--- src/rtl/sram_arbiter.sv ---
// sram_arbiter: round-robin arbiter sharing one sram_controller between
// NUM_REQ requesters. One transaction is in flight at a time. A command is
// issued only while the controller reports idle. The arbiter then waits for
// the controller to return to idle before it responds to the requester.
//
// Ports
//   clk, reset_n          clock (rising edge), asynchronous active-low reset
//   req_valid/rw          per-requester request strobe and direction (1=read)
//   req_addr/req_wdata    packed per-requester address / write data slices
//   req_ack               one-hot pulse: request accepted
//   rsp_valid             one-hot pulse: transaction finished
//   rsp_rdata             read data (held across writes, zero on timeout)
//   rsp_err               qualifies rsp_valid: transaction timed out
//   err_sticky / err_clr  sticky timeout flag and its synchronous clear
//   mem/rw/addr/data_f2s  command interface to sram_controller
//   ready/data_s2f_r      controller idle flag and registered read data
module sram_arbiter #(
    parameter int unsigned NUM_REQ     = 4,
    parameter int unsigned AW          = 20,
    parameter int unsigned DW          = 16,
    parameter int unsigned TIMEOUT_CYC = 15
) (
    input  logic                  clk,
    input  logic                  reset_n,
    input  logic [NUM_REQ-1:0]    req_valid,
    input  logic [NUM_REQ-1:0]    req_rw,
    input  logic [NUM_REQ*AW-1:0] req_addr,
    input  logic [NUM_REQ*DW-1:0] req_wdata,
    output logic [NUM_REQ-1:0]    req_ack,
    output logic [NUM_REQ-1:0]    rsp_valid,
    output logic [DW-1:0]         rsp_rdata,
    output logic                  rsp_err,
    output logic                  err_sticky,
    input  logic                  err_clr,
    output logic                  mem,
    output logic                  rw,
    output logic [AW-1:0]         addr,
    output logic [DW-1:0]         data_f2s,
    input  logic                  ready,
    input  logic [DW-1:0]         data_s2f_r
);

    localparam int unsigned IW = (NUM_REQ > 1) ? $clog2(NUM_REQ) : 1;
    localparam int unsigned CW = 8;

    typedef logic [NUM_REQ-1:0] req_vec_t;

    typedef enum logic [1:0] {
        ST_IDLE  = 2'd0,
        ST_ISSUE = 2'd1,
        ST_WAIT  = 2'd2
    } state_t;

    state_t        state_q, state_d;
    logic [IW-1:0] last_q, last_d;
    logic [IW-1:0] owner_q, owner_d;
    logic [CW-1:0] cnt_q, cnt_d;

    req_vec_t      req_ack_d, rsp_valid_d;
    logic [DW-1:0] rsp_rdata_d;
    logic          rsp_err_d, err_sticky_d, err_set;
    logic          mem_d, rw_d;
    logic [AW-1:0] addr_d;
    logic [DW-1:0] data_f2s_d;

    logic          win_found;
    logic [IW-1:0] win_idx;
    logic          sel_rw;
    logic [AW-1:0] sel_addr;
    logic [DW-1:0] sel_wdata;

    // Round-robin search: first valid requester after the last grant.
    always_comb begin
        win_found = 1'b0;
        win_idx   = '0;
        for (int unsigned k = 1; k <= NUM_REQ; k++) begin
            if (!win_found && req_valid[IW'((32'(last_q) + k) % NUM_REQ)]) begin
                win_found = 1'b1;
                win_idx   = IW'((32'(last_q) + k) % NUM_REQ);
            end
        end
    end

    // Winner's request slice.
    always_comb begin
        sel_rw    = 1'b0;
        sel_addr  = '0;
        sel_wdata = '0;
        for (int unsigned i = 0; i < NUM_REQ; i++) begin
            if (win_idx == IW'(i)) begin
                sel_rw    = req_rw[IW'(i)];
                sel_addr  = req_addr[i*AW +: AW];
                sel_wdata = req_wdata[i*DW +: DW];
            end
        end
    end

    // Next state and next values of every registered output.
    always_comb begin
        state_d     = state_q;
        last_d      = last_q;
        owner_d     = owner_q;
        cnt_d       = cnt_q;
        mem_d       = 1'b0;
        rw_d        = rw;
        addr_d      = addr;
        data_f2s_d  = data_f2s;
        req_ack_d   = '0;
        rsp_valid_d = '0;
        rsp_rdata_d = rsp_rdata;
        rsp_err_d   = 1'b0;
        err_set     = 1'b0;

        unique case (state_q)
            ST_IDLE: begin
                if (win_found && ready) begin
                    mem_d      = 1'b1;
                    rw_d       = sel_rw;
                    addr_d     = sel_addr;
                    data_f2s_d = sel_wdata;
                    req_ack_d  = req_vec_t'(1) << win_idx;
                    owner_d    = win_idx;
                    last_d     = win_idx;
                    state_d    = ST_ISSUE;
                end
            end
            ST_ISSUE: begin
                cnt_d   = '0;
                state_d = ST_WAIT;
            end
            ST_WAIT: begin
                cnt_d = cnt_q + CW'(1);
                // Controller back in idle: transaction complete.
                if (ready) begin
                    rsp_valid_d = req_vec_t'(1) << owner_q;
                    if (rw) begin
                        rsp_rdata_d = data_s2f_r;
                    end
                    state_d = ST_IDLE;
                end else if (cnt_q == CW'(TIMEOUT_CYC - 1)) begin
                    rsp_valid_d = req_vec_t'(1) << owner_q;
                    rsp_err_d   = 1'b1;
                    rsp_rdata_d = '0;
                    err_set     = 1'b1;
                    state_d     = ST_IDLE;
                end
            end
            default: begin
                state_d = ST_IDLE;
            end
        endcase

        // Clear has priority over a timeout in the same cycle.
        if (err_clr) begin
            err_sticky_d = 1'b0;
        end else if (err_set) begin
            err_sticky_d = 1'b1;
        end else begin
            err_sticky_d = err_sticky;
        end
    end

    // State and output registers.
    always_ff @(posedge clk or negedge reset_n) begin
        if (!reset_n) begin
            state_q    <= ST_IDLE;
            last_q     <= IW'(NUM_REQ - 1);
            owner_q    <= '0;
            cnt_q      <= '0;
            mem        <= 1'b0;
            rw         <= 1'b0;
            addr       <= '0;
            data_f2s   <= '0;
            req_ack    <= '0;
            rsp_valid  <= '0;
            rsp_rdata  <= '0;
            rsp_err    <= 1'b0;
            err_sticky <= 1'b0;
        end else begin
            state_q    <= state_d;
            last_q     <= last_d;
            owner_q    <= owner_d;
            cnt_q      <= cnt_d;
            mem        <= mem_d;
            rw         <= rw_d;
            addr       <= addr_d;
            data_f2s   <= data_f2s_d;
            req_ack    <= req_ack_d;
            rsp_valid  <= rsp_valid_d;
            rsp_rdata  <= rsp_rdata_d;
            rsp_err    <= rsp_err_d;
            err_sticky <= err_sticky_d;
        end
    end

    // Protocol invariants.
    a_ack_onehot: assert property (@(posedge clk) disable iff (!reset_n) $onehot0(req_ack));
    a_rsp_onehot: assert property (@(posedge clk) disable iff (!reset_n) $onehot0(rsp_valid));
    a_mem_issue:  assert property (@(posedge clk) disable iff (!reset_n) mem |-> (state_q == ST_ISSUE));
    a_err_qual:   assert property (@(posedge clk) disable iff (!reset_n) rsp_err |-> (|rsp_valid));

endmodule
--- config.mk ---
export PLATFORM = sky130hd
export DESIGN_NAME = sram_arbiter
export DESIGN_NICKNAME = d
export VERILOG_FILES = /design/src/rtl/sram_arbiter.sv
export SDC_FILE = /design/constraint.sdc
export NUM_CORES = 1
export LEC_CHECK = 0
export CORE_ASPECT_RATIO = 0.75
export CORE_MARGIN = 3
export CORE_UTILIZATION = 39
export DETAILED_ROUTE_END_ITERATION = 8
export MAX_ROUTING_LAYER = met4
export PLACE_DENSITY = 0.9
export SLEW_MARGIN = 20
export SYNTH_ARGS = -nofsm -noshare
export SYNTH_HDL_FRONTEND = slang
export SYNTH_SLANG_ARGS = --single-unit
--- constraint.sdc ---
create_clock -name clk -period 2.2 [get_ports clk]
set_input_delay 0.55 -clock clk [delete_from_list [all_inputs] [get_ports clk]]
set_output_delay 0.55 -clock clk [all_outputs]
set_load 0.005 [all_outputs]
### After elaboration in Yosys (flattened, before gate mapping)

Cells that the tools add are included.

| storage, ports and cells | value |
|---|---|
| input port bits | 172 |
| output and inout bits | 64 |
| logic and storage cells | 96 |
| bits in registers | 78 |

| operators by class | value |
|---|---|
| shifts and indexed selects | 2 |
| $add $sub $neg | 5 |
| $lt $le $gt $ge | 4 |
| multiplexer cells | 48 |
| reductions and logical operators | 15 |
| eq/ne operators | 9 |

Operator list:

| operator | number |
|---|---|
| 16-bit 2-to-1 mux | 7 |
| 20-bit 2-to-1 mux | 4 |
| 4-bit 2-to-1 mux | 5 |
| 1-bit 2-to-1 mux | 19 |
| 8-bit one-hot mux with 2 select lines | 1 |
| 2-bit 2-to-1 mux | 7 |
| 2-bit by 3-bit less-than comparator with 1-bit output (second input constant) | 4 |
| 8-bit by 1-bit adder with 8-bit output (second input constant) | 1 |
| 1-bit binary-select mux with 2-bit select | 4 |
| 8-bit by 4-bit equality test with 1-bit output (second input constant) | 1 |
| 1-bit by 2-bit left shift with 4-bit output (first input constant) | 2 |
| 2-bit equality test (second input constant) | 3 |
| 2-bit one-hot mux with 3 select lines | 1 |
| 2-bit nonzero test | 3 |
| 2-bit by 1-bit adder with 2-bit output (second input constant) | 2 |
| 2-bit adder (second input constant) | 2 |
| 2-bit by 1-bit equality test with 1-bit output (second input constant) | 2 |
| 1-bit logical AND | 4 |
| 2-bit zero test | 2 |
| 2-bit inequality test (second input constant) | 2 |
| 2-bit AND reduction | 2 |
| 1-bit zero test | 3 |
| 3-bit inequality test (second input constant) | 1 |
| 3-bit AND reduction | 1 |

### Depth between registers and ports, before layout

Gate-level depths: netlist (run 1).

| depth | value |
|---|---|
| word-level depth | 18 |
| mapped depth | 8 |

### Worst setup path after synthesis (run 1)

OpenSTA, ideal clock, no wires.

| timing | value |
|---|---|
| kind | input to register |
| from | input port req_valid[1] |
| to | register data_f2s[12] |
| data arrival time | 1.686 ns |
| setup time | 0.138 ns |
| stages on the path | 6 |
| setup slack | 0.376 ns |
| cells stage by stage | or4_1 -> nand3_2 -> inv_2 -> nand2_2 -> buf_4 -> o221ai_1 |

| on the way | value |
|---|---|
| longest elaborated chain between the ends | 17 |
| elaborated cells between the ends (all ways) | 32 |
| classes of those cells | eq/ne: 3; mux: 20; reduce/logical: 9 |

RTL lines:

| what | RTL line | source |
|---|---|---|
| from (decl) | 25 | `input logic [NUM_REQ-1:0] req_valid,` |
| 1-bit binary-select mux with 2-bit select | 77 | `if (!win_found && req_valid[IW'((32'(last_q) + k) % NUM_REQ)]) begin` |
| 1-bit 2-to-1 mux (implied by the code) | 77 |  |
| 1-bit 2-to-1 mux | 77 |  |
| 1-bit zero test | 77 |  |
| 1-bit logical AND | 77 |  |
| 1-bit 2-to-1 mux | 77 |  |
| 1-bit zero test | 77 |  |
| 1-bit logical AND | 77 |  |
| 1-bit 2-to-1 mux | 77 |  |
| 1-bit zero test | 77 |  |
| 1-bit logical AND | 77 |  |
| 2-bit 2-to-1 mux | 77 |  |
| 2-bit zero test | 90 | `if (win_idx == IW'(i)) begin` |
| 16-bit 2-to-1 mux (4 in a row) | 90 |  |
| to (signal assigned) | 187 | `data_f2s <= data_f2s_d;` |
| to (decl) | 38 | `output logic [DW-1:0] data_f2s,` |

Several ways; a longest one is shown, not always the timed one. The select of a mux whose other input is x is not followed.
A chain may end at the register's enable or synchronous reset.

### Final worst setup path (run 1)

| timing | value |
|---|---|
| from | input port req_valid[3] |
| to | register addr[19] |

| on the way | value |
|---|---|
| longest elaborated chain between the ends | 17 |
| elaborated cells between the ends (all ways) | 32 |
| classes of those cells | eq/ne: 3; mux: 20; reduce/logical: 9 |

RTL lines:

| what | RTL line | source |
|---|---|---|
| 1-bit binary-select mux with 2-bit select | 77 |  |
| 1-bit 2-to-1 mux (implied by the code) | 77 |  |
| 1-bit 2-to-1 mux | 77 |  |
| 1-bit zero test | 77 |  |
| 1-bit logical AND | 77 |  |
| 1-bit 2-to-1 mux | 77 |  |
| 1-bit zero test | 77 |  |
| 1-bit logical AND | 77 |  |
| 1-bit 2-to-1 mux | 77 |  |
| 1-bit zero test | 77 |  |
| 1-bit logical AND | 77 |  |
| 2-bit 2-to-1 mux | 77 |  |
| 2-bit zero test | 90 |  |
| 20-bit 2-to-1 mux (4 in a row) | 90 |  |
| to (signal assigned) | 186 | `addr <= addr_d;` |
| to (decl) | 37 | `output logic [AW-1:0] addr,` |

Several ways; a longest one is shown, not always the timed one. The select of a mux whose other input is x is not followed.

==> results of run 1 <==
-- through the flow --
stage	cells	util [%]
after floorplan	396	-
after global placement	767	68.2
after detailed placement	767	68.2
after CTS	783	71.1
after global routing	783	71.2
final	783	71.2
-- metal layers --
| layer | global-route usage, % | vias to the layer above | part of all wire, % |
|---|---|---|---|
| met5 | - | - | 0 |
| met4 | 5.78 | 0 | 1.1 |
| li1 | - | 1961 | - |
| met3 | 7.05 | 12 | 7.9 |
| met1 | 26.7 | 2013 | 38 |
| met2 | 42.6 | 198 | 53 |
-- placed cells by master (no fill, tap or decap), drive strengths merged --
cell / Yosys / layout
a211o: 1 / 1
dfrtp: 76 / 76
nand3: 5 / 5
o21ai: 25 / 25
mux2: 22 / 22
o31ai: 2 / 2
clkdlybuf4s50: 0 / 234
nand4b: 1 / 1
nor3b: 2 / 2
ha: 5 / 5
nand4: 17 / 17
a21o: 2 / 2
clkbuf: 10 / 12
o22ai: 22 / 22
mux2i: 56 / 56
nor4: 1 / 1
nor2b: 2 / 2
buf: 19 / 34
inv: 11 / 11
nor3: 5 / 5
o41ai: 1 / 1
nand2b: 2 / 2
nand3b: 2 / 2
nand2: 50 / 50
o221ai: 16 / 16
and3: 1 / 1
o21a: 2 / 2
clkinvlp: 0 / 3
nor2: 8 / 8
a21oi: 22 / 22
xnor2: 1 / 1
clkinv: 0 / 1
or4: 2 / 2
a31oi: 2 / 2
dfstp: 2 / 2
xor2: 1 / 1
-- area by class of cell --
class | count | area (um^2) | area share [%]
inverters | 11 | 41.3 | 0.580
clock inverters | 4 | 31.3 | 0.439
repair buffers | 268 | 2700 | 37.9
well taps | 132 | 165 | 2.32
multi-input cells | 278 | 1980 | 27.7
clock buffers | 12 | 256 | 3.60
flip-flops and latches | 78 | 1950 | 27.4
-- synth_stat cells (4+ instances only) --
| cell | n | area share [%] |
|---|---|---|
| nand2_1 | 49 | 4.4 |
| o221ai_1 | 16 | 3.4 |
| nand4_1 | 17 | 2.6 |
| dfrtp_1 | 76 | 46 |
| mux2_2 | 13 | 3.5 |
| mux2i_1 | 56 | 14 |
| nand3_1 | 4 | 0.48 |
| buf_4 | 7 | 1.3 |
| o22ai_1 | 22 | 3.3 |
| ha_1 | 5 | 1.5 |
| buf_2 | 4 | 0.48 |
| nor2_1 | 8 | 0.72 |
| a21oi_1 | 22 | 2.7 |
| nor3_1 | 5 | 0.60 |
| inv_1 | 10 | 0.91 |
| mux2_1 | 9 | 2.4 |
| clkbuf_1 | 10 | 0.91 |
| buf_6 | 6 | 1.6 |
| o21ai_0 | 24 | 2.9 |
-- kinds of logic after synthesis --
group                    after synthesis
AO/OA/AOI/OAI                         95
adder cells (fa/ha/maj)                5
AND/OR/NAND/NOR                       98
flip-flops                            78
XOR/XNOR                               2
buffers and inverters                 40
multiplexers                          78
-- power by group through the flow --
stage          sequential [W]  clock [W]  combinational (W)
2_1_floorplan         0.00235          0            0.00184
3_3_place_gp          0.00235          0            0.00374
3_5_place_dp          0.00238          0            0.00390
4_1_cts               0.00236    0.00145            0.00391
5_1_grt               0.00244    0.00152            0.00420
6_report              0.00236    0.00142            0.00389
-- worst paths after layout --
kind,start,end,slack (ns),cells past startpoint
worst max-delay path,req_valid[3],addr[19],0.08,7
worst min-delay path,reset_n,rsp_rdata[8],0.16,1
worst max register to register,last_q[1],addr[19],0.26,6
worst min register to register,addr[11],addr[11],0.49,2
max in group asynchronous,reset_n,last_q[1],1.38,2
min in group clk,addr[11],addr[11],0.49,2
-- flip-flops by register name (all words and copies together), names as in the netlist, 4 cells and up --
register	count
addr	20
data_f2s	16
req_ack	4
rsp_rdata	16
rsp_valid	4
cnt_q	8
-- what timing repair did --
| action | 4_1_cts | 5_1_grt |
|---|---|---|
| setup endpoints to repair | 2 | 16 |
| hold endpoints to repair | 0 | 0 |
| gates cloned | 0 | 0 |
| gates resized for setup | 1 | 1 |
==> out/summary.txt, run 1 <==
Worst-Margin Slew -> 0.712 ns
Post-Synth XOR/XNOR Area -> 0.422%
Post-synthesis sequential area ratio -> 47.1%
Final net count -> 823
Post-Syn Area -> 4150 um^2
PortBufs -> 235
Crit-path cells -> clkdlybuf4s50_1, nand3b_1, a31oi_4, buf_12, mux2_2, o22ai_1, a21oi_1
Hold slack -> 0.156 ns
Largest family of logic cells by synthesized area -> multiplexers
Leak -> 3.09 nW
RSZ-0062 raised after global routing -> false
DRC viols -> 0
Initial core utilization -> 41.4%
Drt pass-1 iters -> 5
Core ar. -> 10000 um^2
Final setup viols -> 0
Adder-Cell Fraction of Synth Area -> 1.51%
DP HPWL -> 10900 um
Detailed Route WL -> 14000 um
TritonCTS clock tree -> yes
Layout Skew -> 0.00721 ns
Drt via density -> 5.34
Critical path fanouts, max -> 28
First-pass GRT wire length -> 22100 um
CP max stage cell -> clkdlybuf4s50_1
Skew-Pair Late Insertion Delay -> 0.33 ns
Reg power frac -> 30.8%
Net Sw Power -> 0.00261 W
Post-synth EDFFs -> 0
Switching Share -> 34.0%
Multiplexer share of the synthesized area -> 19.5%
Share of layout cells above drive strength 1 -> 10.9%
H-tree levels -> 3
Initial antenna violation count -> 0
Gr ovfl total -> 0
Period utilization -> 96.2%
Synthesized area per cell -> 10.5 um^2
CP Capture Type -> flop
Vias in the first global route -> 4436
Worst-path clk slew -> 0.06 ns
Setup crit start kind -> input port
Placement Setup Slack -> -0.241 ns
Overall Power -> 0.00767 W
Post-synthesis compound-gate area fraction -> 14.6%
FFs w/ async S/R, synth -> 100%
Distinct cell type count after synthesis -> 42
Pwr per Cell Area -> 1080 nW/um^2
Area Growth Syn to Fin -> 71.8%
Ys flop type -> dfrtp_1
Final min period -> 2.12 ns
Peak VDD IR -> 0.515 mV
Fill cell count -> 697
Number of buffers and inverters on the critical path -> 2
CTS Buf Count -> 9
Clock root cell -> clkbuf_16
Slew headroom -> 51.6%
Synth warnings -> 0
DP Area -> 6820 um^2
Clock power share -> 18.5%
Maximum clock path buffer count -> 2
Clock Sinks -> 78
Gate Count Post-Synth -> 396
Mapped Nets -> 573
Die span in y -> 95.3 um
Final TNS setup -> 0 ns
Fin area -> 7120 um^2
Post-CTS Hold Fix Bufs -> 0
Comb pwr share -> 50.7%
Crit-path leading delay family -> buffers and inverters
MaxCap Viol Count -> 0
CP arrival -> 2.32 ns
All-Layer GR Usage -> 23.8%
Wire per inst -> 17.9 um
Largest net degree at the start of global routing -> 48
Antenna Diode Count -> 0
DRT iter0 DRCs -> 210
Max-slew violations -> 0
# IOs -> 236
Hold Vio Cnt, Final -> 0
Outcome -> finished, final reports clean
DR vias -> 4184
Rows -> 31
Die width -> 125 um
Slowest cell delay on critical path -> 0.55 ns
Simple-gate portion of the synthesized area -> 11.4%
Synth Register Bits -> 78
Antenna Nets Post-Route -> 0
Die area -> 11900 um^2
Worst EP required -> 2.40 ns
Postcts setup bufs -> 0
Routability Congestion -> 0.945
Kind of critical path -> in -> reg
Worst min path class -> in -> async
Setup WS post-layout -> 0.0834 ns
Power Internal -> 0.00506 W
Max Fclk -> 472 MHz
(Power assumes the default switching activity.)
==> run 2: changes to the inputs <==
--- a/config.mk
+++ b/config.mk
@@ -9,8 +9,9 @@
 export CORE_MARGIN = 3
 export CORE_UTILIZATION = 39
 export DETAILED_ROUTE_END_ITERATION = 8
+export GPL_TIMING_DRIVEN = 0
 export MAX_ROUTING_LAYER = met4
-export PLACE_DENSITY = 0.9
+export PLACE_DENSITY = 0.85
 export SLEW_MARGIN = 20
 export SYNTH_ARGS = -nofsm -noshare
 export SYNTH_HDL_FRONTEND = slang
==> constraint.sdc (replaced) <==
create_clock -name clk -period 2 [get_ports clk]
set_input_delay 0.5 -clock clk [delete_from_list [all_inputs] [get_ports clk]]
set_output_delay 0.5 -clock clk [all_outputs]
set_load 0.005 [all_outputs]
==> out/summary.txt, run 2 (synthesized netlist as in run 1, its figures left out) <==
Gr ovfl total -> 0 (unchanged)
Share of layout cells above drive strength 1 -> 12.1% (was 10.9%)
Vias in the first global route -> 4491 (was 4436)
Outcome -> finished, final reports clean (unchanged)
Critical path fanouts, max -> 3 (was 28)
Most common cell after layout, fill and taps aside -> clkdlybuf4s50_1 (unchanged)
Overall Power -> 0.00852 W (was 0.00767 W)
Period utilization -> 96.7%
Kind of critical path -> reg -> reg (was in -> reg)
PortBufs -> 235 (unchanged)
Clock Sinks -> 78 (unchanged)
Final Non-Filler Cells -> 793 (was 783)
Final setup viols -> 0 (unchanged)
Die span in y -> 95.3 um (unchanged)
Die area -> 11900 um^2 (unchanged)
Worst-path clk slew -> 0.06 ns (about the same)
Worst EP required -> 2.21 ns (was 2.40 ns)
MaxCap Viol Count -> 0 (unchanged)
Layout Skew -> 0.0102 ns (was 0.00721 ns)
CTS Buf Count -> 9 (unchanged)
Metal3 WL -> 1050 um (was 1100 um)
DRC viols -> 0 (unchanged)
Slew headroom -> 69.3% (was 51.6%)
Initial core utilization -> 41.4% (unchanged)
H-tree levels -> 3 (unchanged)
Final net count -> 832 (was 823)
Clock root cell -> clkbuf_16 (unchanged)
CP Capture Type -> flop (unchanged)
Routability Congestion -> 0.890 (was 0.945)
Fill cell count -> 699 (was 697)
Detailed Route WL -> 14700 um (was 14000 um)
Top flop regs -> addr (20), data_f2s (16), rsp_rdata (16) (unchanged)
CP max stage cell -> dfrtp_1 (was clkdlybuf4s50_1)
WL met1 -> 5870 um (was 5370 um)
Slowest cell delay on critical path -> 0.39 ns (was 0.55 ns)
Peak VDD IR -> 0.596 mV (was 0.515 mV)
Die width -> 125 um (unchanged)
Cell count after placement -> 764 (was 767)
Pwr per Cell Area -> 1180 nW/um^2 (was 1080 nW/um^2)
Most frequent cells in the layout -> clkdlybuf4s50_1, dfrtp_1, mux2i_1 (unchanged)
Skew-Pair Late Insertion Delay -> 0.33 ns (about the same)
Area Growth Syn to Fin -> 73.7% (was 71.8%)
Rows -> 31 (unchanged)
Max-slew violations -> 0 (unchanged)
Initial antenna violation count -> 1 (was 0)
Wire per inst -> 18.6 um (was 17.9 um)
Hold Vio Cnt, Final -> 0 (unchanged)
Setup crit start kind -> flop (was input port)
DRT iter0 DRCs -> 236 (was 210)
All-Layer GR Usage -> 24.6% (was 23.8%)
Final min period -> 1.93 ns
CP arrival -> 2.14 ns (was 2.32 ns)
Worst-Margin Slew -> 0.461 ns (was 0.712 ns)
Highest metal layer with signal wires -> met4 (unchanged)
DP HPWL -> 11300 um (was 10900 um)
Largest net degree at the start of global routing -> 59 (was 48)
Hold slack -> 0.0567 ns (was 0.156 ns)
Leak -> 3.12 nW (was 3.09 nW)
First-pass GRT wire length -> 22800 um (was 22100 um)
Max Fclk -> 517 MHz
Met2 routed WL -> 7660 um (was 7370 um)
Largest register FFs -> 20 (unchanged)
Crit-path cells -> inv_2, ha_4, nand4b_1, nor4_4, buf_4, o21ai_1, nand2_1, mux2_4 (was clkdlybuf4s50_1, nand3b_1, a31oi_4, buf_12, mux2_2, o22ai_1, a21oi_1)
Post-CTS Hold Fix Bufs -> 0 (unchanged)
Top reg by flops -> addr (unchanged)
DR vias -> 4271 (was 4184)
# IOs -> 236 (unchanged)
Core ar. -> 10000 um^2 (unchanged)
Antenna Nets Post-Route -> 0 (unchanged)
TritonCTS clock tree -> yes (unchanged)
Drt pass-1 iters -> 5 (unchanged)
Drt via density -> 5.39 (was 5.34)
Worst min path class -> in -> async (unchanged)
Maximum clock path buffer count -> 2 (unchanged)
run 2: metrics by stage:
step	area (um^2)	setup TNS (ns)	setup slack (ns)	utilization, %
2_1_floorplan	4150	0	0.226	-
3_3_place_gp	6660	-189.91	-2.21	66.6
5_1_grt	7200	-0.00443	-0.00443	72.0
3_5_place_dp	6690	-22.53	-0.536	66.8
6_report	7200	0	0.0665	72.0
4_1_cts	7090	0	0.000705	70.8
run 2: path summary, 6_finish.rpt:
kind,slack [ns],endpoint,depth (start not counted),from
max in group asynchronous,1.30,last_q[1],2,reset_n
max,0.07,state_q[1],8,cnt_q[0]
min,0.06,rsp_rdata[9],1,reset_n
min reg2reg,0.49,data_f2s[14],2,data_f2s[14]
max reg2reg,0.07,state_q[1],8,cnt_q[0]
min in group clk,0.49,data_f2s[14],2,data_f2s[14]
run 2: worst max-delay path: cells and delay by family (launching register included):
kind	cells	cell delay [ns]
fa+ha+maj	1	0.14
buf+inv	2	0.28
compound gates	1	0.06
flops	1	0.39
mux	1	0.30
simple gates	3	0.65
run 2: area by class of cell:
cell class | instances | area (um^2) | area share, %
diodes | 1 | 2.50 | 0.0347
multi-input cells | 278 | 2060 | 28.5
clock buffers | 11 | 233 | 3.23
plain buffers | 28 | 225 | 3.13
repair buffers | 249 | 2490 | 34.5
flip-flops and latches | 78 | 1950 | 27.1
inverters | 11 | 43.8 | 0.608
clock inverters | 5 | 36.3 | 0.504
well taps | 132 | 165 | 2.29
run 2: timing repair:
action | CTS | global route
cloned | 1 | 0
setup endpoints to repair | 53 | 47
resized for setup | 25 | 19
pin swaps | 3 | 2
buffers inserted | 3 | 9
run 2: per-layer routing:
layer	global-route usage, %	up-vias
met2	41.8	194
li1	-	1980
met4	6.50	0
met1	29.6	2083
met3	6.22	14
met5	-	-
run 2: power breakdown:
group	switching [W]	internal (W)
clock	0.000646	0.000841
sequential	0.000377	0.00221
combinational	0.00198	0.00247
